$ cat config.mk
export PLATFORM = sky130hd
export DESIGN_NAME = uut_test_runner
export DESIGN_NICKNAME = d
export VERILOG_FILES = /design/src/rtl/uut_test_runner.sv
export SDC_FILE = /design/constraint.sdc
export NUM_CORES = 1
export LEC_CHECK = 0
export CORE_ASPECT_RATIO = 0.75
export CORE_MARGIN = 3
export CORE_UTILIZATION = 26
export DETAILED_ROUTE_END_ITERATION = 6
export PLACE_DENSITY = 0.61
export RECOVER_POWER = 100
export SLEW_MARGIN = 0
export SYNTH_ARGS = -nofsm -noshare
export SYNTH_HDL_FRONTEND = slang
export SYNTH_SLANG_ARGS = --single-unit
$ cat constraint.sdc
create_clock -name clk -period 4.2 [get_ports clk]
set_input_delay 1.26 -clock clk [delete_from_list [all_inputs] [get_ports clk]]
set_output_delay 1.26 -clock clk [all_outputs]
set_load 0.01 [all_outputs]
$ cat src/rtl/uut_test_runner.sv
// uut_test_runner: single-run sequencer that resets, releases and times a block-cipher UUT,
//    then hands result, latencies and timeout flag to the logger over valid/ready.
module uut_test_runner #(
   parameter int BLOCK_W    = 64,
   parameter int KEY_W      = 80,
   parameter int CNT_W      = 32,
   parameter int TIMEOUT    = 1000000,
   parameter int RST_CYCLES = 4
) (
   input  logic               clk,
   input  logic               rst,
   input  logic               start,
   input  logic               abort,
   input  logic               encdec_i,
   input  logic [BLOCK_W-1:0] block_i,
   input  logic [KEY_W-1:0]   key_i,
   output logic               busy,
   output logic               rst_uut,
   output logic [BLOCK_W-1:0] block_i_uut,
   output logic [KEY_W-1:0]   key_uut,
   output logic               encdec_uut,
   input  logic [BLOCK_W-1:0] block_o_uut,
   input  logic               end_key_signal_uut,
   input  logic               end_enc_uut,
   input  logic               end_dec_uut,
   output logic [BLOCK_W-1:0] result_o,
   output logic [CNT_W-1:0]   cycles_o,
   output logic [CNT_W-1:0]   key_cycles_o,
   output logic               timeout_o,
   output logic               result_valid,
   input  logic               result_ready,
   output logic [15:0]        tests_done_o
);
   localparam int RC_W = $clog2(RST_CYCLES + 1);
   typedef enum logic [1:0] {IDLE, LOAD, RUN, DONE} state_t;
   state_t state_q, state_d;
   logic [RC_W-1:0] ld_q, ld_d;
   logic [BLOCK_W-1:0] blk_q, blk_d, res_q, res_d;
   logic [KEY_W-1:0] key_q, key_d;
   logic enc_q, enc_d, ks_q, ks_d, to_q, to_d, done;
   logic [CNT_W-1:0] cnt_q, cnt_d, kw_q, kw_d, cyc_q, cyc_d, kc_q, kc_d, kfin;
   logic [15:0] tests_q, tests_d;
   assign busy = state_q != IDLE;
   assign rst_uut = state_q == IDLE || state_q == LOAD;
   assign result_valid = state_q == DONE;
   assign block_i_uut = blk_q;
   assign key_uut = key_q;
   assign encdec_uut = enc_q;
   assign result_o = res_q;
   assign cycles_o = cyc_q;
   assign key_cycles_o = kc_q;
   assign timeout_o = to_q;
   assign tests_done_o = tests_q;
   assign done = enc_q ? end_enc_uut : end_dec_uut;
   // the key-schedule pulse may coincide with the final cycle, so fold it in here
   assign kfin = ks_q ? kw_q : (end_key_signal_uut ? cnt_q : '1);
   always_comb begin
      state_d = state_q;
      ld_d = ld_q;
      blk_d = blk_q;
      key_d = key_q;
      enc_d = enc_q;
      cnt_d = cnt_q;
      ks_d = ks_q;
      kw_d = kw_q;
      res_d = res_q;
      cyc_d = cyc_q;
      kc_d = kc_q;
      to_d = to_q;
      tests_d = tests_q;
      if (abort && state_q != IDLE) state_d = IDLE;
      else
         case (state_q)
            IDLE: if (start && !abort) begin
               state_d = LOAD;
               blk_d = block_i;
               key_d = key_i;
               enc_d = encdec_i;
               ld_d = '0;
            end
            LOAD: begin
               cnt_d = CNT_W'(1);
               ks_d = 1'b0;
               ld_d = ld_q + RC_W'(1);
               if (ld_q == RC_W'(RST_CYCLES - 1)) state_d = RUN;
            end
            RUN: begin
               if (end_key_signal_uut && !ks_q) begin
                  ks_d = 1'b1;
                  kw_d = cnt_q;
               end
               if (done || cnt_q == CNT_W'(TIMEOUT)) begin
                  state_d = DONE;
                  res_d = done ? block_o_uut : '0;
                  cyc_d = cnt_q;
                  to_d = !done;
                  kc_d = kfin;
               end else cnt_d = cnt_q + CNT_W'(1);
            end
            DONE: if (result_ready) begin
               state_d = IDLE;
               tests_d = tests_q + 16'd1;
            end
            default: state_d = IDLE;
         endcase
   end
   always_ff @(posedge clk)
      if (rst) begin
         state_q <= IDLE;
         ld_q <= '0;
         blk_q <= '0;
         key_q <= '0;
         enc_q <= 1'b0;
         cnt_q <= '0;
         ks_q <= 1'b0;
         kw_q <= '0;
         res_q <= '0;
         cyc_q <= '0;
         kc_q <= '0;
         to_q <= 1'b0;
         tests_q <= '0;
      end else begin
         state_q <= state_d;
         ld_q <= ld_d;
         blk_q <= blk_d;
         key_q <= key_d;
         enc_q <= enc_d;
         cnt_q <= cnt_d;
         ks_q <= ks_d;
         kw_q <= kw_d;
         res_q <= res_d;
         cyc_q <= cyc_d;
         kc_q <= kc_d;
         to_q <= to_d;
         tests_q <= tests_d;
      end
endmodule

==> results of run 1 <==
kinds of logic (layout without fill, tap and decap cells):
| group | after synthesis | after routing | share of synthesized area (%) |
|---|---|---|---|
| AOI/OAI and AO/OA | 450 | 450 | 20.6 |
| xor gates and xnor gates | 15 | 15 | 0.956 |
| adders and majority gates | 10 | 10 | 0.911 |
| buffers and inverters | 172 | 626 | 5.11 |
| DFF | 360 | 360 | 52.5 |
| muxes | 7 | 7 | 0.519 |
| and+or+nand+nor | 600 | 600 | 19.5 |
area by class of cell:
type                            count  area [µm²]
Multi-Input combinational cell   1082        5850
Timing Repair Buffer              536        5320
Sequential cell                   360        7210
Clock buffer                       59        1160
Inverter                           22        82.6
Tap cell                          703         880
Fill cell                        5147       31200
Clock inverter                      9         180
power by group through the flow:
| stage | Combinational, mW | Sequential [mW] | Clock [mW] |
|---|---|---|---|
| floorplan | 0.867 | 3.90 | 0 |
| global placement | 1.88 | 3.83 | 0 |
| detailed placement | 1.91 | 3.83 | 0 |
| CTS | 1.92 | 3.76 | 3.77 |
| global route | 1.99 | 3.78 | 3.89 |
| finish | 1.83 | 3.75 | 3.64 |
layer usage:
layer / global-route usage (%) / routed length (µm)
met5: 0 / 13
met4: 5.42 / 1260
met3: 4.58 / 4170
met2: 27.3 / 23000
met1: 22.8 / 22000
sequential cells by signal, indices dropped and copies added (netlist names), 2 cells and up:
| name | cells |
|---|---|
| kw_q | 32 |
| cnt_q | 32 |
| ld_q | 3 |
| state_q | 2 |
| tests_done_o | 16 |
| key_cycles_o | 32 |
| block_i_uut | 64 |
| result_o | 64 |
| key_uut | 80 |
| cycles_o | 32 |
placed cells by master (no fill, tap or decap), types with 4 or more instances in the layout:
cell type / synthesis / final
dfxtp_1: 360 / 360
buf_4: 1 / 16
o22ai_1: 36 / 36
and3_1: 6 / 6
nand4_1: 16 / 16
o31ai_1: 8 / 8
a31o_2: 35 / 35
xor2_1: 13 / 13
clkbuf_8: 0 / 7
nor4_1: 41 / 41
nand2_1: 397 / 398
and4_1: 6 / 6
dlygate4sd3_1: 0 / 294
clkdlybuf4s50_1: 0 / 214
clkbuf_16: 0 / 41
nor2_1: 32 / 31
o21ai_0: 41 / 41
mux2i_1: 6 / 6
o211ai_1: 4 / 4
inv_1: 20 / 20
a31oi_1: 8 / 8
a21oi_1: 223 / 222
ha_1: 10 / 10
or4_1: 4 / 4
clkbuf_1: 109 / 15
and2_1: 6 / 5
nor3_1: 13 / 13
a22o_1: 64 / 64
nand3_1: 55 / 55
buf_12: 0 / 4
o311ai_0: 10 / 10
bufinv_16: 0 / 5
through the flow:
| step | area [µm²] | setup slack [ns] | util [%] | hold slack, ns |
|---|---|---|---|---|
| floorplan | 13700 | 1.51 | - | 0.436 |
| global placement | 19400 | 0.664 | 37.4 | 0.441 |
| detailed placement | 19400 | 0.616 | 37.4 | 0.446 |
| CTS | 20700 | 0.720 | 39.9 | 0.455 |
| global route | 20700 | 0.328 | 39.9 | 0.463 |
| finish | 20700 | 0.507 | 39.9 | 0.446 |
worst max-delay path, stage by stage:
cell,delay (ns)
clkbuf_2,1.18
nor2b_1,0.11
buf_4,0.27
nand2_1,0.28
clkbuf_1,0.34
nor2_1,0.14
buf_12,0.20
a22o_1,0.23
worst max-delay path by stage:
stage / startpoint / end / cells after the start
floorplan: end_enc_uut / cnt_q[24] / 6
finish: rst / result_o[45] / 8
detailed placement: end_dec_uut / key_cycles_o[7] / 5
global route: rst / result_o[41] / 8
CTS: state_q[1] / rst_uut / 5
global placement: end_dec_uut / result_o[35] / 6
==> metrics, run 1 <==
GRT Total Usage=17.2%; via-per-instance ratio=4.85; Critical Path RT=roughly 4.6 ns; status=finished, violations left; initial antenna violation count=2; total core area=roughly 0.052 mm²; Worst Skew=0.0180 ns; Avg Synthesized Cell Area=about 8.5 µm²; CP arrival=4.11 ns; hold_buf cts=0; Rel. slew slack=-10.3%; fin crit period=3.69 ns; Net Sw Frac=about 28%; setup bufs post-CTS=0; Routed WL=50.4 mm; Netlist cell types=63; Slew @ Worst Pin=roughly 1.7 ns; Layout area overhead=50.6%; die width=271 µm; vias in the first global route=13200; internal power=6.61 mW; drt pass-1 iters=5; Hold Path Class=flip-flop to flip-flop; CTS sink count=360; TritonCTS buffer count=39; cts repair resizes=0; nets=roughly 2300; die area=0.0557 mm²; hold path depth=2; # port buffers=509; Netlist Area Pre-Place=about 0.014 mm²; Critical Path Fanout Max=~80; Hold Path Sink=block_i_uut[54]; setup_tns=0 ns; highest clock rate=271 MHz; routed vias=13500; Commonest cells post-synth=nand2_1, dfxtp_1, a21oi_1; Final setup viols=0; max cap viols=2; maximum clock path buffer count=3; ys flop type=dfxtp_1; GR Overflow Total=0; Synth area leader=dfxtp_1; Async SR Flop Fraction=0%; combinational fraction of design power=19.8%; Pleak=8.12 nW; Ant. Diodes=0; Synth Register Bits=360; flop-to-flop setup slack=0.92 ns; most frequent cell after synthesis=nand2_1; sequential share of power=40.7%; Syn. warnings=0; hold_sp=block_i_uut[54]; dominant cells by area after synthesis=dfxtp_1, nand2_1, a21oi_1, a22o_1, clkbuf_1; WL/cell=~18 µm; Detail Route Antenna Nets=0; P_sw=2.61 mW; Die Ht=205 µm; worst r2r src=cnt_q[0]; reg2reg end=cycles_o[15]; Worst-Skew Late Latency=0.54 ns; first-pass GRT wire length=76.6 mm; VDD IR max=0.229 mV; R2R cell count=8; unrepaired setup endpoints after global routing=false; sequential share of the synthesized area=between 50% and 60%; clk slew on worst S/H paths=0.06 ns; DRC=0; failing checks=capacitance limit, slew limit; row count=72; Period Utilization, post-route=87.9%; Tot Pwr=9.22 mW; Setup crit start kind=primary input; top cell type's share of synthesized area=52.5%; Syn Nets=1841; Placed Cells incl. Taps=2703; Worst setup EP type=flip-flop; Initial Utilization=26.5%; Power Dens Cells=446 mW/mm²; Clk Tree Root Cell=clkbuf_16; Final Max Slew Viols=118; H-tree depth=2; Clock Power Share=approximately two fifths; CTS tree=done; Mapped Cells=1614; Post-Layout Cell Count=2771; Ports=510; number of flops mapped to enable cells by yosys=0; Setup CP Type=primary input to flip-flop; Final Hold Fails=0; DP HPWL=36.1 mm; GPL Wtd Cong=about 0.9; largest net degree at the start of global routing=94; DRT iter0 DRCs=1012; fraction of final layout cells sized beyond drive strength 1=6.24%
Note: power is estimated with default switching activity, not from simulation.
==> inputs of run 2 (changes only) <==
Settings changed: CORE_ASPECT_RATIO 0.75 to default, GPL_TIMING_DRIVEN from default to 1.
==> metrics, run 2 (synthesis results as in run 1) <==
DR WL met2=24.9 mm (+8.5%); WL/cell=18.1 µm (-0.51%); max cap viols=1 (-1); Pleak=8.15 nW (+0.37%); Slew @ Worst Pin=1.69 ns (+0.0313 ns); commonest non-fill, non-tap cell in the layout=nand2_1; met3 wire len=4.17 mm (about the same); die width=236 µm (-13%); vias in the first global route=12900 (-2.7%); first-pass GRT wire length=75.3 mm (-1.6%); initial antenna violation count=1 (-1); row count=83 (+15%); Met1 Routed Length=19.7 mm (-10%); nets=2270 (+0.088%); DRT iter0 DRCs=794 (-22%); setup_tns=0 ns (unchanged); uppermost layer routed=met4; Critical Path Fanout Max=64 (-18%); Clk Tree Root Cell=clkbuf_16; Detail Route Antenna Nets=0 (unchanged); post-route cell area=0.0207 mm² (about the same); # port buffers=509 (unchanged); Die Ht=236 µm (+15%); fin crit period=3.64 ns (-0.0517 ns); Rel. slew slack=-12.3% (-2.1 points); GR Overflow Total=0 (unchanged); worst setup slack after layout=0.558 ns (+0.0517 ns); Setup CP Type=primary input to flip-flop; GPL Wtd Cong=0.881 (-1.8%); total core area=0.0518 mm² (-0.13%); CTS tree=done; DRC=0 (unchanged); flop-to-flop setup slack=1.04 ns (+0.12 ns); Hold Path Class=flip-flop to flip-flop; clk slew on worst S/H paths=0.06 ns (about the same); Setup crit start kind=primary input; Ports=510 (unchanged); most frequent cells in the layout=nand2_1, dfxtp_1, dlygate4sd3_1, a21oi_1, clkdlybuf4s50_1; Routed WL=49.9 mm (-1.1%); highest clock rate=275 MHz (+1.4%); max FFs per register=80 (unchanged); Layout area overhead=50.7% (about the same); Worst Skew=0.0177 ns (-0.000316 ns); H-tree depth=2 (unchanged); Critical Path RT=4.70 ns (+0.08 ns); CTS sink count=360 (unchanged); Final Max Slew Viols=146 (+24%); Worst-Skew Late Latency=0.56 ns (+0.02 ns); CP arrival=4.14 ns (+0.03 ns); Initial Utilization=26.5% (+0.035 points); largest net degree at the start of global routing=146 (+55%); status=finished, violations left; drt pass-1 iters=6 (+1); placed cell areas=0.0193 mm² (-0.25%); setup bufs post-CTS=0 (unchanged); VDD IR max=0.325 mV (+42%); cts repair resizes=0 (unchanged); Worst setup EP type=flip-flop; die area=0.0556 mm² (about the same); maximum clock path buffer count=3 (unchanged); Final Hold Fails=0 (unchanged); Period Utilization, post-route=86.7% (-1.2 points); via-per-instance ratio=4.87 (+0.29%); routed vias=13400 (-0.29%); fraction of final layout cells sized beyond drive strength 1=6.61% (+0.37 points); GRT Total Usage=16.7% (-0.47 points); Final setup viols=0 (unchanged); Power Dens Cells=448 mW/mm² (+0.53%); TritonCTS buffer count=42 (+7.7%); Placement Setup Slack=0.598 ns (-0.0181 ns); hold_buf cts=0 (unchanged); DP HPWL=35.5 mm (-1.7%); failing checks=capacitance limit, slew limit; unrepaired setup endpoints after global routing=false
[run 2: changes by cell type in the layout (fill, tap and decap cells not counted), sizes merged]
cell and change:
buf -1, inv +3, diode +2, dlygate4sd3 +2
clkinvlp +1, clkinv +3, bufinv -1, clkdlybuf4s50 -2
[run 2: worst paths after layout]
kind                             startpoint            to  depth (start not counted)
worst max-delay path                  abort  result_o[53]                          6
worst min-delay path            key_uut[62]   key_uut[62]                          2
worst min register to register  key_uut[62]   key_uut[62]                          2
worst max register to register   state_q[0]  result_o[53]                          8
[run 2: cell type report]
type | instances | area (µm²)
antenna | 2 | 5.00
clock buffer | 59 | 1220
clock inverter | 15 | 195
fill | 5172 | 31100
inverter | 22 | 82.6
multi-input combinational | 1082 | 5850
sequential | 360 | 7210
tap | 680 | 851
timing repair buffer | 535 | 5300
[run 2: metal layers]
layer | up-vias | global-route usage [%]
li1 | 6510 | -
met1 | 6345 | 19.6
met2 | 481 | 29.5
met3 | 77 | 5.07
met4 | 0 | 4.74
met5 | - | 0
[run 2: per-stage QoR]
step | total power, mW | hold WS, ns | util (%) | std cells
finish | 9.28 | 0.451 | 40.0 | 2755
global route | 9.72 | 0.463 | 39.9 | 2754
CTS | 9.53 | 0.453 | 40.0 | 2753
detailed placement | 5.73 | 0.445 | 37.3 | 2679
global placement | 5.70 | 0.440 | 37.3 | 2679
floorplan | 4.77 | 0.436 | - | 1614
[run 2: report_power, final]
part,internal (mW),switching [mW],total [mW]
registers,3.63,0.121,3.75
clock network,2.27,1.46,3.72
logic,0.748,1.05,1.80
[run 2: critical path: stages]
cell and delay, ns:
dlygate4sd3_1 0.60, nand2b_1 0.36, nand2_1 0.42, nor2_4 0.17
clkbuf_2 0.99, a22o_1 0.27
==> inputs of run 3 (changes only) <==
Settings changed: CELL_PAD_IN_SITES_DETAIL_PLACEMENT from default to 0, CELL_PAD_IN_SITES_GLOBAL_PLACEMENT from default to 1, CORE_ASPECT_RATIO from default to 1.1, GPL_TIMING_DRIVEN 1 to default, PLACE_DENSITY 0.61 to 0.76.
==> metrics, run 3 (synthesis results as in run 1) <==
end of the critical path=cnt_q[13]; Clk Tree Root Cell=clkbuf_16; initial antenna violation count=4 (+3); reg2reg end=cnt_q[13]; TritonCTS buffer count=40 (-4.8%); setup_tns=0 ns (unchanged); CTS sink count=360 (unchanged); Routed WL=50.1 mm (+0.51%); GRT Total Usage=16.7% (-0.057 points); max incr delay on CP=0.94 ns (-0.05 ns); Final setup viols=0 (unchanged); Die Ht=247 µm (+4.8%); via-per-instance ratio=4.87 (about the same); Slew @ Worst Pin=1.95 ns (+0.264 ns); Placed Cells incl. Taps=2680 (+0.037%); highest clock rate=269 MHz (-2.0%); DRC=1 (+1); first-pass GRT wire length=74.6 mm (-0.95%); Critical Path Fanout Max=12 (-81%); delay-heaviest family, CP=compound AO/OA/AOI/OAI gates; Critical Path, Cell by Cell=dlygate4sd3_1 > mux2_1 > a21oi_1 > nand2_1 > o31ai_1; Layout area overhead=51.5%; flop-to-flop setup slack=1.06 ns (+0.02 ns); CP bufs+invs=1 (-1); Setup CP Type=primary input to flip-flop; Hold Path Class=flip-flop to flip-flop; setup bufs post-CTS=0 (unchanged); Worst Setup SP=end_enc_uut; die width=225 µm (-4.5%); failing checks=DRC, capacitance limit, slew limit; commonest non-fill, non-tap cell in the layout=nand2_1; total core area=0.0518 mm² (about the same); clk slew on worst S/H paths=0.06 ns (about the same); cts repair resizes=0 (unchanged); Ports=510 (unchanged); WL/cell=18.2 µm (+0.62%); hold_buf cts=0 (unchanged); worst r2r src=cnt_q[0]; die area=0.0556 mm² (about the same); VDD IR max=0.293 mV (-9.7%); status=finished, violations left; routed vias=13400 (-0.089%); hold_sp=block_i_uut[12]; Slowest-stage cell, CP=a21oi_1; GR Overflow Total=0 (unchanged); DRT iter0 DRCs=822 (+3.5%); Initial Utilization=26.5% (about the same); Critical Path RT=4.64 ns (-0.06 ns); Tot Pwr=9.35 mW (+0.76%); fin crit period=3.72 ns (+0.0757 ns); CTS tree=done; vias in the first global route=12900 (+0.17%); Setup crit start kind=primary input; Most Crowded Layer GR=met2; most frequent cells in the layout=nand2_1, dfxtp_1, dlygate4sd3_1, a21oi_1, clkdlybuf4s50_1; Levels on crit path=5 (-1); met2 usage=27.6% (-1.9 points); nets=2282 (+0.53%); Detail Route Antenna Nets=0 (unchanged); # port buffers=509 (unchanged); Final Hold Fails=0 (unchanged); CP arrival=4.16 ns (+0.02 ns); Worst Skew=0.0238 ns (+0.00606 ns); Worst setup EP type=flip-flop; met1 Track Usage GR=20.3% (+0.63 points); Post-Route Utilization=40.2% (+0.22 points); Pleak=8.22 nW (+0.85%); max cap viols=2 (+1); drt pass-1 iters=7 (+1); max FFs per register=80 (unchanged); row count=87 (+4.8%); unrepaired setup endpoints after global routing=false; Power Dens Cells=449 mW/mm² (+0.21%); met3 Track Usage GR=5.71% (+0.64 points); Rel. slew slack=-30.4% (-18 points); Final Max Slew Viols=100 (-32%); Post-Layout Cell Count=2752 (-0.11%); H-tree depth=2 (unchanged); largest net degree at the start of global routing=91 (-38%); Worst-Skew Late Latency=0.55 ns (about the same); R2R cell count=7 (-1); GPL Wtd Cong=0.817 (-7.2%); Min Hold Slack=0.449 ns (-0.00195 ns); maximum clock path buffer count=3 (unchanged); DP HPWL=35.8 mm (+0.95%); fraction of final layout cells sized beyond drive strength 1=6.91% (+0.30 points); Period Utilization, post-route=88.5% (+1.8 points)
run 3: worst min-delay path by stage:
stage,to,slack (ns),depth (start not counted)
finish,block_i_uut[12],0.45,2
global placement,block_i_uut[13],0.44,2
CTS,block_i_uut[59],0.45,2
floorplan,kw_q[0],0.44,2
detailed placement,key_uut[25],0.45,2
global route,block_i_uut[22],0.47,2
run 3: per-stage QoR:
stage	setup WS, ns	area, µm²
global route	0.373	20800
CTS	0.722	20900
floorplan	1.51	13700
finish	0.483	20800
global placement	0.666	19500
detailed placement	0.666	19500
run 3: where the power goes:
part	leakage (nW)	internal (mW)	switching (mW)
sequential	2.92	3.63	0.126
combinational	4.61	0.790	1.07
clock	0.690	2.29	1.43
total	8.22	6.72	2.63
run 3: layout make-up:
cell class / count / area, µm²
Inverter: 22 / 82.6
Fill cell: 5205 / 31000
Antenna cell: 1 / 2.50
Clock inverter: 11 / 191
Clock buffer: 60 / 1210
Sequential cell: 360 / 7210
Tap cell: 667 / 835
Timing Repair Buffer: 549 / 5450
Multi-Input combinational cell: 1082 / 5850
run 3: metal layers:
| metal | up-vias | part of all wire [%] | wire length, µm |
|---|---|---|---|
| li1 | 6541 | - | - |
| met1 | 6241 | 41 | 20400 |
| met2 | 527 | 47 | 23600 |
| met3 | 86 | 8.9 | 4440 |
| met4 | 6 | 3.2 | 1600 |
| met5 | - | 0.062 | 31 |
run 3: worst min-delay path, stage by stage (launching register included):
cell     delay (ns)
dfxtp_1        0.30
nand2_1        0.05
a21oi_1        0.05
